===== config.mk =====
export PLATFORM = sky130hd
export DESIGN_NAME = branch_cond_unit
export DESIGN_NICKNAME = d
export VERILOG_FILES = /design/src/rtl/bcu_pkg.sv /design/src/rtl/bcu_cond_eval.sv /design/src/rtl/branch_cond_unit.sv
export SDC_FILE = /design/constraint.sdc
export NUM_CORES = 1
export LEC_CHECK = 0
export CAP_MARGIN = 20
export CELL_PAD_IN_SITES_DETAIL_PLACEMENT = 1
export CELL_PAD_IN_SITES_GLOBAL_PLACEMENT = 1
export CORE_MARGIN = 2
export CORE_UTILIZATION = 27
export CTS_CLUSTER_SIZE = 14
export DETAILED_ROUTE_END_ITERATION = 8
export HOLD_SLACK_MARGIN = 0.06
export PLACE_DENSITY_LB_ADDON = 0.25
export SYNTH_ARGS = -nofsm -noshare
export SYNTH_HDL_FRONTEND = slang
export SYNTH_SLANG_ARGS = --single-unit

===== constraint.sdc =====
create_clock -name clk -period 1.74 [get_ports clk]
set_clock_uncertainty 0.15 [all_clocks]
set_input_delay 0.174 -clock clk [delete_from_list [all_inputs] [get_ports clk]]
set_output_delay 0.174 -clock clk [all_outputs]
set_load 0.01 [all_outputs]

===== src/rtl/bcu_pkg.sv =====
// Shared types for the branch condition unit: opcodes, condition codes and the flags record.
package bcu_pkg;

  typedef enum logic [1:0] {
    OP_NOP = 2'd0,
    OP_CMP = 2'd1,
    OP_SUB = 2'd2,
    OP_JCC = 2'd3
  } op_e;

  typedef enum logic [3:0] {
    COND_EQ    = 4'd0,
    COND_NE    = 4'd1,
    COND_GT    = 4'd2,
    COND_LT    = 4'd3,
    COND_GE    = 4'd4,
    COND_LE    = 4'd5,
    COND_HI    = 4'd6,
    COND_LO    = 4'd7,
    COND_RZ    = 4'd8,
    COND_RNEG  = 4'd9,
    COND_RONES = 4'd10,
    COND_AL    = 4'd11
  } cond_e;

  // Packed so that the bit order matches the external {Z,N,C,V} flags port.
  typedef struct packed {
    logic z;
    logic n;
    logic c;
    logic v;
  } flags_t;

endpackage


===== src/rtl/bcu_cond_eval.sv =====
// Combinational condition evaluator; used for freshly computed CMP flags and for the stored flags.
module bcu_cond_eval
  import bcu_pkg::*;
#(
  parameter int WIDTH  = 16,
  parameter int COND_W = 4
) (
  input  logic [COND_W-1:0] cond,
  input  flags_t            flg,
  input  logic [WIDTH-1:0]  rddata,
  output logic              taken
);

  logic w_zero;
  logic w_neg;
  logic w_ones;

  assign w_zero = ~|rddata;
  assign w_neg  = rddata[WIDTH-1];
  assign w_ones = &rddata;

  // Condition table; register-based codes look at rddata, not the flags.
  always_comb begin
    taken = 1'b0;
    case (cond)
      COND_EQ:    taken = flg.z;
      COND_NE:    taken = ~flg.z;
      COND_GT:    taken = ~flg.z & (flg.n == flg.v);
      COND_LT:    taken = (flg.n != flg.v);
      COND_GE:    taken = (flg.n == flg.v);
      COND_LE:    taken = flg.z | (flg.n != flg.v);
      COND_HI:    taken = flg.c & ~flg.z;
      COND_LO:    taken = ~flg.c;
      COND_RZ:    taken = w_zero;
      COND_RNEG:  taken = w_neg;
      COND_RONES: taken = w_ones;
      COND_AL:    taken = 1'b1;
      default:    taken = 1'b0;
    endcase
  end

endmodule


===== src/rtl/branch_cond_unit.sv =====
// Registered compare/jump evaluator with a persistent Z/N/C/V register and a one-deep
// valid/ready output stage between decode and PC update.
module branch_cond_unit
  import bcu_pkg::*;
#(
  parameter int WIDTH  = 16,
  parameter int COND_W = 4
) (
  input  logic              clk,
  input  logic              reset_n,
  input  logic              in_valid,
  output logic              in_ready,
  input  logic [1:0]        op,
  input  logic              r_or_i,
  input  logic [COND_W-1:0] cond,
  input  logic [WIDTH-1:0]  rddata,
  input  logic [WIDTH-1:0]  rsdata,
  input  logic [WIDTH-1:0]  imm,
  input  logic [WIDTH-1:0]  aluout,
  output logic              out_valid,
  input  logic              out_ready,
  output logic              jump,
  output logic [3:0]        flags
);

  logic             r_out_valid;
  logic             r_jump;
  flags_t           r_flags;

  op_e              w_op;
  logic [WIDTH-1:0] w_b;
  logic [WIDTH:0]   w_diff;
  flags_t           w_cmp_flags;
  flags_t           w_sub_flags;
  flags_t           w_flags_next;
  logic             w_taken_fresh;
  logic             w_taken_stored;
  logic             w_jump_next;
  logic             w_accept;
  logic             w_produce;

  assign w_op      = op_e'(op);
  assign in_ready  = ~r_out_valid | out_ready;
  assign w_accept  = in_valid & in_ready;
  assign w_produce = w_accept & (w_op != OP_NOP);

  // Subtract as rddata + ~B + 1 so the top bit is the no-borrow carry.
  assign w_b    = r_or_i ? imm : rsdata;
  assign w_diff = {1'b0, rddata} + {1'b0, ~w_b} + {{WIDTH{1'b0}}, 1'b1};

  assign w_cmp_flags.z = ~|w_diff[WIDTH-1:0];
  assign w_cmp_flags.n = w_diff[WIDTH-1];
  assign w_cmp_flags.c = w_diff[WIDTH];
  assign w_cmp_flags.v = (rddata[WIDTH-1] != w_b[WIDTH-1]) &
                         (w_diff[WIDTH-1] != rddata[WIDTH-1]);

  assign w_sub_flags.z = ~|aluout;
  assign w_sub_flags.n = aluout[WIDTH-1];
  assign w_sub_flags.c = w_cmp_flags.c;
  assign w_sub_flags.v = w_cmp_flags.v;

  bcu_cond_eval #(
    .WIDTH  (WIDTH),
    .COND_W (COND_W)
  ) u_eval_fresh (
    .cond   (cond),
    .flg    (w_cmp_flags),
    .rddata (rddata),
    .taken  (w_taken_fresh)
  );

  bcu_cond_eval #(
    .WIDTH  (WIDTH),
    .COND_W (COND_W)
  ) u_eval_stored (
    .cond   (cond),
    .flg    (r_flags),
    .rddata (rddata),
    .taken  (w_taken_stored)
  );

  // Per-opcode next jump value and next flags.
  always_comb begin
    w_jump_next  = 1'b0;
    w_flags_next = r_flags;
    case (w_op)
      OP_CMP: begin
        w_jump_next  = w_taken_fresh;
        w_flags_next = w_cmp_flags;
      end
      OP_SUB: begin
        w_jump_next  = w_sub_flags.z;
        w_flags_next = w_sub_flags;
      end
      OP_JCC: begin
        w_jump_next  = w_taken_stored;
        w_flags_next = r_flags;
      end
      default: begin
        w_jump_next  = 1'b0;
        w_flags_next = r_flags;
      end
    endcase
  end

  // Output stage and flags register; a held result blocks acceptance through in_ready.
  always_ff @(posedge clk or negedge reset_n) begin
    if (!reset_n) begin
      r_out_valid <= 1'b0;
      r_jump      <= 1'b0;
      r_flags     <= '0;
    end else begin
      if (w_produce) begin
        r_out_valid <= 1'b1;
        r_jump      <= w_jump_next;
      end else if (out_ready) begin
        r_out_valid <= 1'b0;
      end
      if (w_accept) begin
        r_flags <= w_flags_next;
      end
    end
  end

  assign out_valid = r_out_valid;
  assign jump      = r_jump;
  assign flags     = r_flags;

endmodule


Word-level counts from Yosys, hierarchy flattened:

Cells that the tools add are included.

* bitwise operators: 15
* equal/unequal tests: 20
* reduce and logical (&&, ||, !) cells: 12
* multiplexer cells: 7
* $add $sub $neg: 2

Operators with widths (count)
* 16-bit OR reduction: 3
* 1-bit case mux with 12 select lines: 2
* 16-bit by 16-bit adder with 17-bit output: 1
* 17-bit by 1-bit adder with 17-bit output, second input constant: 1
* 4-bit by 3-bit equality test with 1-bit output, second input constant: 4
* 4-bit equality test, second input constant: 4
* 16-bit 2-to-1 mux: 1
* 16-bit NOT: 1
* 16-bit AND reduction: 1
* 4-bit by 2-bit equality test with 1-bit output, second input constant: 2
* 4-bit case mux with 2 select lines: 1
* 1-bit AND: 7
* 2-bit nonzero test: 3
* 2-bit equality test, second input constant: 2
* 4-bit by 1-bit equality test with 1-bit output, second input constant: 1
* 4-bit zero test: 1
* 1-bit != test: 4
* 1-bit NOT: 4
* 1-bit zero test: 3
* 1-bit bitwise OR: 3
* 1-bit case mux with 3 select lines: 1
* 1-bit equality test: 2
* 2-bit by 1-bit equality test with 1-bit output, second input constant: 1
* 1-bit 2-to-1 mux: 2
* 2-bit AND reduction: 1

* output and inout port bits: 7
* register bits: 6
* input port bits: 75

Longest topological paths before layout:

Gate-level depths: netlist of the first run.

* depth in word-level cells: 10
* depth in mapped cells: 20

Hierarchy:

From an unflattened synthesis of the first run, not the netlist that was laid out.

* cell total of the unflattened synthesis: 257
* area, all modules: 1963.1 um^2

Modules (own cells, without submodules)
* branch_cond_unit: area each 1570.3 um^2, cells each 201, instances 1, sequential area each 150.1 um^2
* bcu_cond_eval: area each 196.4 um^2, cells each 28, instances 2, sequential area each 0.0 um^2

Least setup slack after synthesis of the first run:

No wires, ideal clock.

* path type: input-to-reg
* start point: in r_or_i
* end point: reg r_jump, in the netlist jump
* data arrival time: 4.350 ns
* path buffers: 3
* library setup time: 0.131 ns
* cell stages on the path: 20
* setup slack: -2.892 ns
* cells stage by stage: clkbuf_1 > buf_1 > mux2i_1 > ha_1 > buf_4 > nand4_1 > o221ai_1 > o21ai_0 > a21boi_0 > o21ai_0 > nand2_1 > a21oi_1 > fa_1 > nand3_1 > a2111oi_0 > o221ai_1 > nor4_2 > a31oi_1 > nor4bb_1 > a21oi_1

* longest elaborated chain between the ends: 10
* elaborated cells between the ends (all ways): 17
* classes of those cells: 2 x add/sub; 4 x eq/ne; 3 x mux; 6 x bitwise; 2 x reduce/logical

RTL lines
* start: declaration: RTL line branch_cond_unit.sv:14 `input logic r_or_i,`
* 16-bit 2-to-1 mux *: RTL line branch_cond_unit.sv:48 `assign w_b = r_or_i ? imm : rsdata;`
* 16-bit NOT: RTL line branch_cond_unit.sv:49 `assign w_diff = {1'b0, rddata} + {1'b0, ~w_b} + {{WIDTH{1'b0}}, 1'b1};`
* 16-bit by 16-bit adder with 17-bit output: RTL line branch_cond_unit.sv:49
* 17-bit by 1-bit adder with 17-bit output: RTL line branch_cond_unit.sv:49
* 1-bit != test: RTL line branch_cond_unit.sv:55 `(w_diff[WIDTH-1] != rddata[WIDTH-1]);`
* 1-bit AND: RTL line branch_cond_unit.sv:54 `assign w_cmp_flags.v = (rddata[WIDTH-1] != w_b[WIDTH-1]) &`
* 1-bit != test or 1-bit equality test (tied branches)
* 1-bit bitwise OR or 1-bit AND (tied branches): RTL line bcu_cond_eval.sv:31, bcu_cond_eval.sv:28
* 1-bit case mux with 12 select lines *: RTL line bcu_cond_eval.sv:25 `case (cond)`
* 1-bit case mux with 3 select lines *: RTL line branch_cond_unit.sv:86 `case (w_op)`
* end signal: assignment: RTL line branch_cond_unit.sv:115 `r_jump <= w_jump_next;`
* end: declaration: RTL line branch_cond_unit.sv:27 `logic r_jump;`

Every way passes the cells marked *; elsewhere a longest branch is shown, timed or not.
A chain may end at the register's enable or synchronous reset.

Worst setup path in the final report of the first run:

Same ends and word-level chain as after synthesis.

==> metrics.txt, run 1 <==
Setup CP Type=in -> reg; Crit path largest cell delay=0.55 ns; clock root buffer=clkbuf_8; syn_nets=341; initial antenna violation count=0; Fmax achieved=249 MHz; Synth Cell Area=1870 µm²; drt total wl=12000 µm; fin crit share=231%; DR iter-0 viols=132; M1 WL=4500 µm; fillers=775; Placer Congestion=0.849; met3 wire len=694 µm; Antenna diodes=0; Cells after Synth=242; CP startpoint kind=primary input; total gr overflow=0; Core Box Area=6760 µm²; CTS max path bufs=2; asr flop ratio synth=100%; HP Class=reg -> reg; setup_tns=-8.90 ns; worst-path fanout max=6; failing checks=negative setup slack; number of top-level pins=82; final slew viol count=0; Layout area overhead=122%; vias in the first global route=3283; Clk pin slew, worst setup/hold paths=0.04 ns; IO buf count=81; Final ANT Viol Nets=0; top layer in use=met4; Slew HR=66.6%; via count=3029; leading area contributor after synthesis=ha_1; Inserted Clock Buffers=3; met2 WL=6050 µm; Initial Util=27.6%; library cells used by synthesis=61; Hold Vio Cnt, Final=0; pin count of the biggest net entering global routing=11; Post-synth top cells=22 x ha_1, 19 x a21oi_1, 18 x nor2_1; die area=7590 µm²; share of layout cells above drive strength 1=42.3%; crit path capture type=register; PD cells=525 nW/µm²; row cnt=30; most common cell in the netlist=ha_1; critical-path cell list=buf_8 -> buf_12 -> mux2i_4 -> ha_4 -> o211ai_1 -> a21o_1 -> a211oi_4 -> o21ai_2 -> a21boi_1 -> o21ai_1 -> nand2_1 -> a21oi_2 -> fa_1 -> nand3_2 -> a2111oi_4 -> o221ai_2 -> nor4_2 -> buf_4 -> a31oi_1 -> nor4bb_1 -> a21oi_1; Final #Nets=555; register area=150 µm²; TritonCTS clock tree=done; area taken by multi-input logic gates=1930 µm²; number of flops mapped to enable cells by yosys=0; Die X=87.1 µm; minimum clock period=4.02 ns; Crit path arrival time=3.97 ns; DP Wirelength=7040 µm; Vias/cell=5.67; post-synth top area share=14.8%; Seq cells post-synth=6; ys flop type=dfrtp_1; Synth area leaders=ha_1 15%, mux2i_1 9.1%, dfrtp_1 8.0%; H-tree depth=1; clock latency on the worst-skew pair=0.23 ns; status=finished with violations; RSZ-0062 raised after global routing=yes; Die Span Y=87.1 µm; drt wl/cell=22.6 µm; DRC violation count after routing=0; final instance area=4140 µm²; Slew @ Worst Pin=0.495 ns; Pre-antenna DRT Iters=4; synthesized area per cell=7.71 µm²; Crit-path slowest cell=fa_1; WP data required=1.69 ns; PnR worst setup slack=-2.28 ns; # setup viols final=5; first-pass GRT wire length=16400 µm; # clock sinks=6; Post-DP Area=3480 µm²; post-synthesis sequential area ratio=8.05%; Total GRT Usage=27.7%; synthesis warning total=0; Static Leak=1.84 nW; maxcap violations=0; VDD IR max=0.190 mV
## critical path, delay by kind of cell
kind / cells / cell delay, ns
AOI/OAI and AO/OA: 11 / 1.64
adders and majority gates: 2 / 0.83
and+or+nand+nor: 4 / 0.70
buffers and inverters: 3 / 0.41
muxes: 1 / 0.19
## state kept, by name, summed over array words and instances (netlist names)
| signal | flops |
|---|---|
| jump | 1 |
| out_valid | 1 |
| flags | 4 |
## cells by family after synthesis
family / after synthesis / synth area share [%]
simple gates: 89 / 26.5
xor+xnor: 6 / 2.82
fa+ha+maj: 24 / 16.9
flops: 6 / 8.05
compound gates: 72 / 28.6
buf+inv: 24 / 5.57
mux: 21 / 11.5
## area by class of cell
cell class                 count  area share [%]
timing repair buffer         218            44.9
clock buffer                   3           0.998
sequential                     6            3.63
multi-input combinational    212            46.7
tap                           80            2.42
inverter                      15            1.36
## path summary, 6_finish.rpt
check	startpoint	slack [ns]	end	cells past startpoint
min	flags[1]	0.40	flags[1]	1
max	r_or_i	-2.28	jump	21
max in group asynchronous	reset_n	0.54	flags[0]	2
max reg2reg	flags[0]	-0.49	jump	7
min reg2reg	flags[1]	0.40	flags[1]	1
min in group asynchronous	reset_n	0.64	flags[1]	2
## stage by stage
stage	worst slack [ns]	utilization, %	total power, mW	instances	hold WS [ns]
after global placement	-2.67	51.6	1.44	487	0.287
after floorplan	-2.16	-	0.804	242	-0.272
after global routing	-2.41	61.2	2.27	534	0.428
final	-2.28	61.2	2.17	534	0.401
after CTS	-2.11	57.8	1.89	528	0.386
after detailed placement	-2.89	51.6	1.48	487	0.290
## cells in the final DEF, fill, tap and decap left out, types with 8 or more instances in the layout
cell type	netlist	final
o21ai_0	12	9
nor2_1	18	16
mux2i_1	17	11
ha_1	22	15
inv_1	15	14
dlygate4sd2_1	0	23
clkdlybuf4s50_1	0	56
nor4_1	8	8
a21oi_1	19	11
buf_4	1	129
nand4_1	12	12
nor3_1	8	8
nand2_1	15	15
## power breakdown
| group | switching [mW] | total (mW) | internal [mW] | leakage [nW] |
|---|---|---|---|---|
| combinational | 0.848 | 1.76 | 0.910 | 1.74 |
| clock | 0.0684 | 0.218 | 0.149 | 0.0216 |
| sequential | 0.0253 | 0.194 | 0.169 | 0.0744 |
| total | 0.942 | 2.17 | 1.23 | 1.84 |
## timing repair
action                                 in CTS  in global routing
endpoints found under the hold margin       3                  0
setup buffers                              37                 10
gates resized for setup                    56                 28
hold buffers                                1                  0
pin swaps                                  19                 15
setup endpoints to repair                   5                  6
## routing by layer
layer	track usage, %	up-vias
met5	0	-
met4	9.51	0
met3	2.27	67
met2	53.7	162
met1	31.2	1442
li1	-	1358
No activity file was read; power rests on OpenSTA's default activity.
==> inputs of run 2 (changes only) <==
--- a/config.mk
+++ b/config.mk
@@ -14,6 +14,7 @@
 export DETAILED_ROUTE_END_ITERATION = 8
 export HOLD_SLACK_MARGIN = 0.06
 export PLACE_DENSITY_LB_ADDON = 0.25
+export SLEW_MARGIN = 40
 export SYNTH_ARGS = -nofsm -noshare
 export SYNTH_HDL_FRONTEND = slang
 export SYNTH_SLANG_ARGS = --single-unit
==> results of run 2 <==
No change in the layout: final DEF, timing and power equal those of run 1.
==> inputs of run 3 (changes only) <==
--- a/config.mk
+++ b/config.mk
@@ -12,7 +12,8 @@
 export CORE_UTILIZATION = 27
 export CTS_CLUSTER_SIZE = 14
 export DETAILED_ROUTE_END_ITERATION = 8
-export HOLD_SLACK_MARGIN = 0.06
+export GPL_ROUTABILITY_DRIVEN = 0
+export HOLD_SLACK_MARGIN = 0.03
 export PLACE_DENSITY_LB_ADDON = 0.25
 export SLEW_MARGIN = 40
 export SYNTH_ARGS = -nofsm -noshare
==> run 3 against run 2 <==
Effect of this change: largest cell class unchanged; sequential power barely moved; cell area fell by 0.51%; critical path type unchanged; total power fell by 0.79%; critical path depth rose by 1; first-iteration DRC count rose by 30%; routed wire length rose by 2.9%; largest power group unchanged; the flow still finishes with violations (negative setup slack); sequential cell count did not move; final cell count did not move; count of clock-buffer cells in the layout did not move; non-clock buffer count did not move.
==> metrics.txt, run 3 (synthesis gave the netlist of run 1 again) <==
part of the power in registers=9.0% (about the same); switching share of total power=43.3% (-0.14 points); initial antenna violation count=0 (unchanged); Final ANT Viol Nets=0 (unchanged); met3 wire len=715 µm (+3.0%); failing checks=negative setup slack; TritonCTS clock tree=done; logic gate share of total power=80.7% (-0.3 points); most common cell after layout, fill and taps aside=buf_4; fillers=764 (-1.4%); number of top-level pins=82 (unchanged); Pre-antenna DRT Iters=5 (+1); Fmax achieved=232 MHz (-6.6%); Inserted Clock Buffers=3 (unchanged); first-pass GRT wire length=16100 µm (-2.2%); Antenna diodes=0 (unchanged); Critical R2R Launch=flags[0]; share of layout cells above drive strength 1=42.5% (+0.22 points); Core Box Area=6760 µm² (unchanged); Slew HR=69.5% (+2.9 points); Setup CP Type=in -> reg; maxcap violations=0 (unchanged); commonest cells after routing, fill and taps aside=128 x buf_4, 56 x clkdlybuf4s50_1, 23 x dlygate4sd2_1, 16 x nor2_1; CTS max path bufs=2 (unchanged); Die Span Y=87.1 µm (unchanged); Initial Util=27.6% (unchanged); row cnt=30 (unchanged); die area=7590 µm² (unchanged); Reg2Reg Depth=8 (+1); status=finished with violations; met2 WL=6260 µm (+3.4%); clock root buffer=clkbuf_8; worst-path fanout max=6 (unchanged); vias in the first global route=3278 (-0.15%); H-tree depth=1 (unchanged); worst slack on hold paths=0.0691 ns (-0.332 ns); pin count of the biggest net entering global routing=11 (unchanged); PD cells=523 nW/µm² (-0.28%); setup_tns=-9.50 ns (-0.594 ns); Die X=87.1 µm (unchanged); Psw=0.931 mW (-1.1%); # clock sinks=6 (unchanged); M1 WL=4490 µm (-0.29%); via count=3123 (+3.1%); Crit path arrival time=4.30 ns (+0.33 ns); drt wl/cell=23.2 µm (+2.9%); Slew @ Worst Pin=0.453 ns (-0.0419 ns); Static Leak=1.84 nW (-0.15%); R2R setup slack=-0.43 ns (+0.06 ns); fin crit share=247% (+16 points); area taken by multi-input logic gates=1920 µm² (-0.91%); Vias/cell=5.85 (+3.1%); PnR worst setup slack=-2.56 ns (-0.286 ns); RSZ-0062 raised after global routing=yes; register area=150 µm² (unchanged); HP Class=in -> async; # setup viols final=5 (unchanged); reg2reg end=jump; Layout area overhead=121%; minimum clock period=4.30 ns (+0.286 ns); WP data required=1.73 ns (+0.04 ns); Hold Vio Cnt, Final=0 (unchanged); IO buf count=81 (unchanged); Total GRT Usage=27.0% (-0.68 points); Clk pin slew, worst setup/hold paths=0.04 ns (about the same); clock latency on the worst-skew pair=0.22 ns (about the same); number of flip-flops in the largest register=4 (unchanged); top layer in use=met4; VDD IR max=0.208 mV (+9.1%); DP Wirelength=7040 µm (unchanged); Final #Nets=555 (unchanged); total gr overflow=0 (unchanged); Clk network pwr share=10.3% (+0.3 points); crit path capture type=register; DR iter-0 viols=171 (+30%); drt total wl=12400 µm (+2.9%); DRC violation count after routing=0 (unchanged); Power Internal=1.22 mW (-0.55%); CP startpoint kind=primary input; final slew viol count=0 (unchanged)
[run 3: worst max path at each step]
stage / startpoint / to / slack [ns] / depth (start not counted)
2_1_floorplan: r_or_i / jump / -2.16 / 19
3_3_place_gp: r_or_i / jump / -2.67 / 20
3_5_place_dp: r_or_i / jump / -2.89 / 20
4_1_cts: r_or_i / jump / -2.11 / 21
5_1_grt: r_or_i / jump / -2.66 / 22
6_report: r_or_i / jump / -2.56 / 22
[run 3: repair_timing]
| action | in CTS | in global routing |
|---|---|---|
| setup buffers | 37 | 8 |
| setup endpoints to repair | 5 | 6 |
| pin swaps | 19 | 16 |
| gates resized for setup | 56 | 26 |
| hold buffers | 0 | 0 |
[run 3: power groups by stage]
stage | sequential, mW | combinational [mW] | clock [mW]
2_1_floorplan | 0.204 | 0.600 | 0
3_3_place_gp | 0.190 | 1.25 | 0
3_5_place_dp | 0.191 | 1.29 | 0
4_1_cts | 0.190 | 1.49 | 0.214
5_1_grt | 0.194 | 1.81 | 0.230
6_report | 0.194 | 1.74 | 0.221
[run 3: area by class of cell]
cell class              count  share of cell area (%)
inverters                  15                    1.37
well taps                  80                    2.43
repair buffers            218                    45.0
flip-flops and latches      6                    3.65
clock buffers               3                    1.00
multi-input cells         212                    46.5
[run 3: critical path: stages]
cell and delay, ns:
buf_6 0.10, buf_8 0.14, mux2i_4 0.21, ha_4 0.31
o211ai_1 0.18, a21o_1 0.25, a211oi_4 0.29, o21ai_2 0.10
a21boi_1 0.16, o21ai_1 0.08, nand2_1 0.09, a21oi_2 0.06
fa_1 0.55, nand3_2 0.14, a2111oi_4 0.27, o221ai_2 0.18
nor4_2 0.27, buf_4 0.20, buf_4 0.11, nand4_1 0.09
nor4bb_1 0.17, a21oi_1 0.18
[run 3: stage by stage]
step	utilization, %	std cells	cell area [µm²]	setup slack (ns)	power [mW]
finish	60.9	534	4120	-2.56	2.15
global route	60.9	534	4120	-2.66	2.24
CTS	57.7	527	3900	-2.11	1.89
detailed placement	51.6	487	3480	-2.89	1.48
global placement	51.6	487	3480	-2.67	1.44
floorplan	-	242	1950	-2.16	0.804
[run 3: layer usage]
layer	global-route usage [%]	vias up
li1	-	1363
met1	29.9	1519
met2	52.1	169
met3	2.56	72
met4	10.8	0
met5	0	-
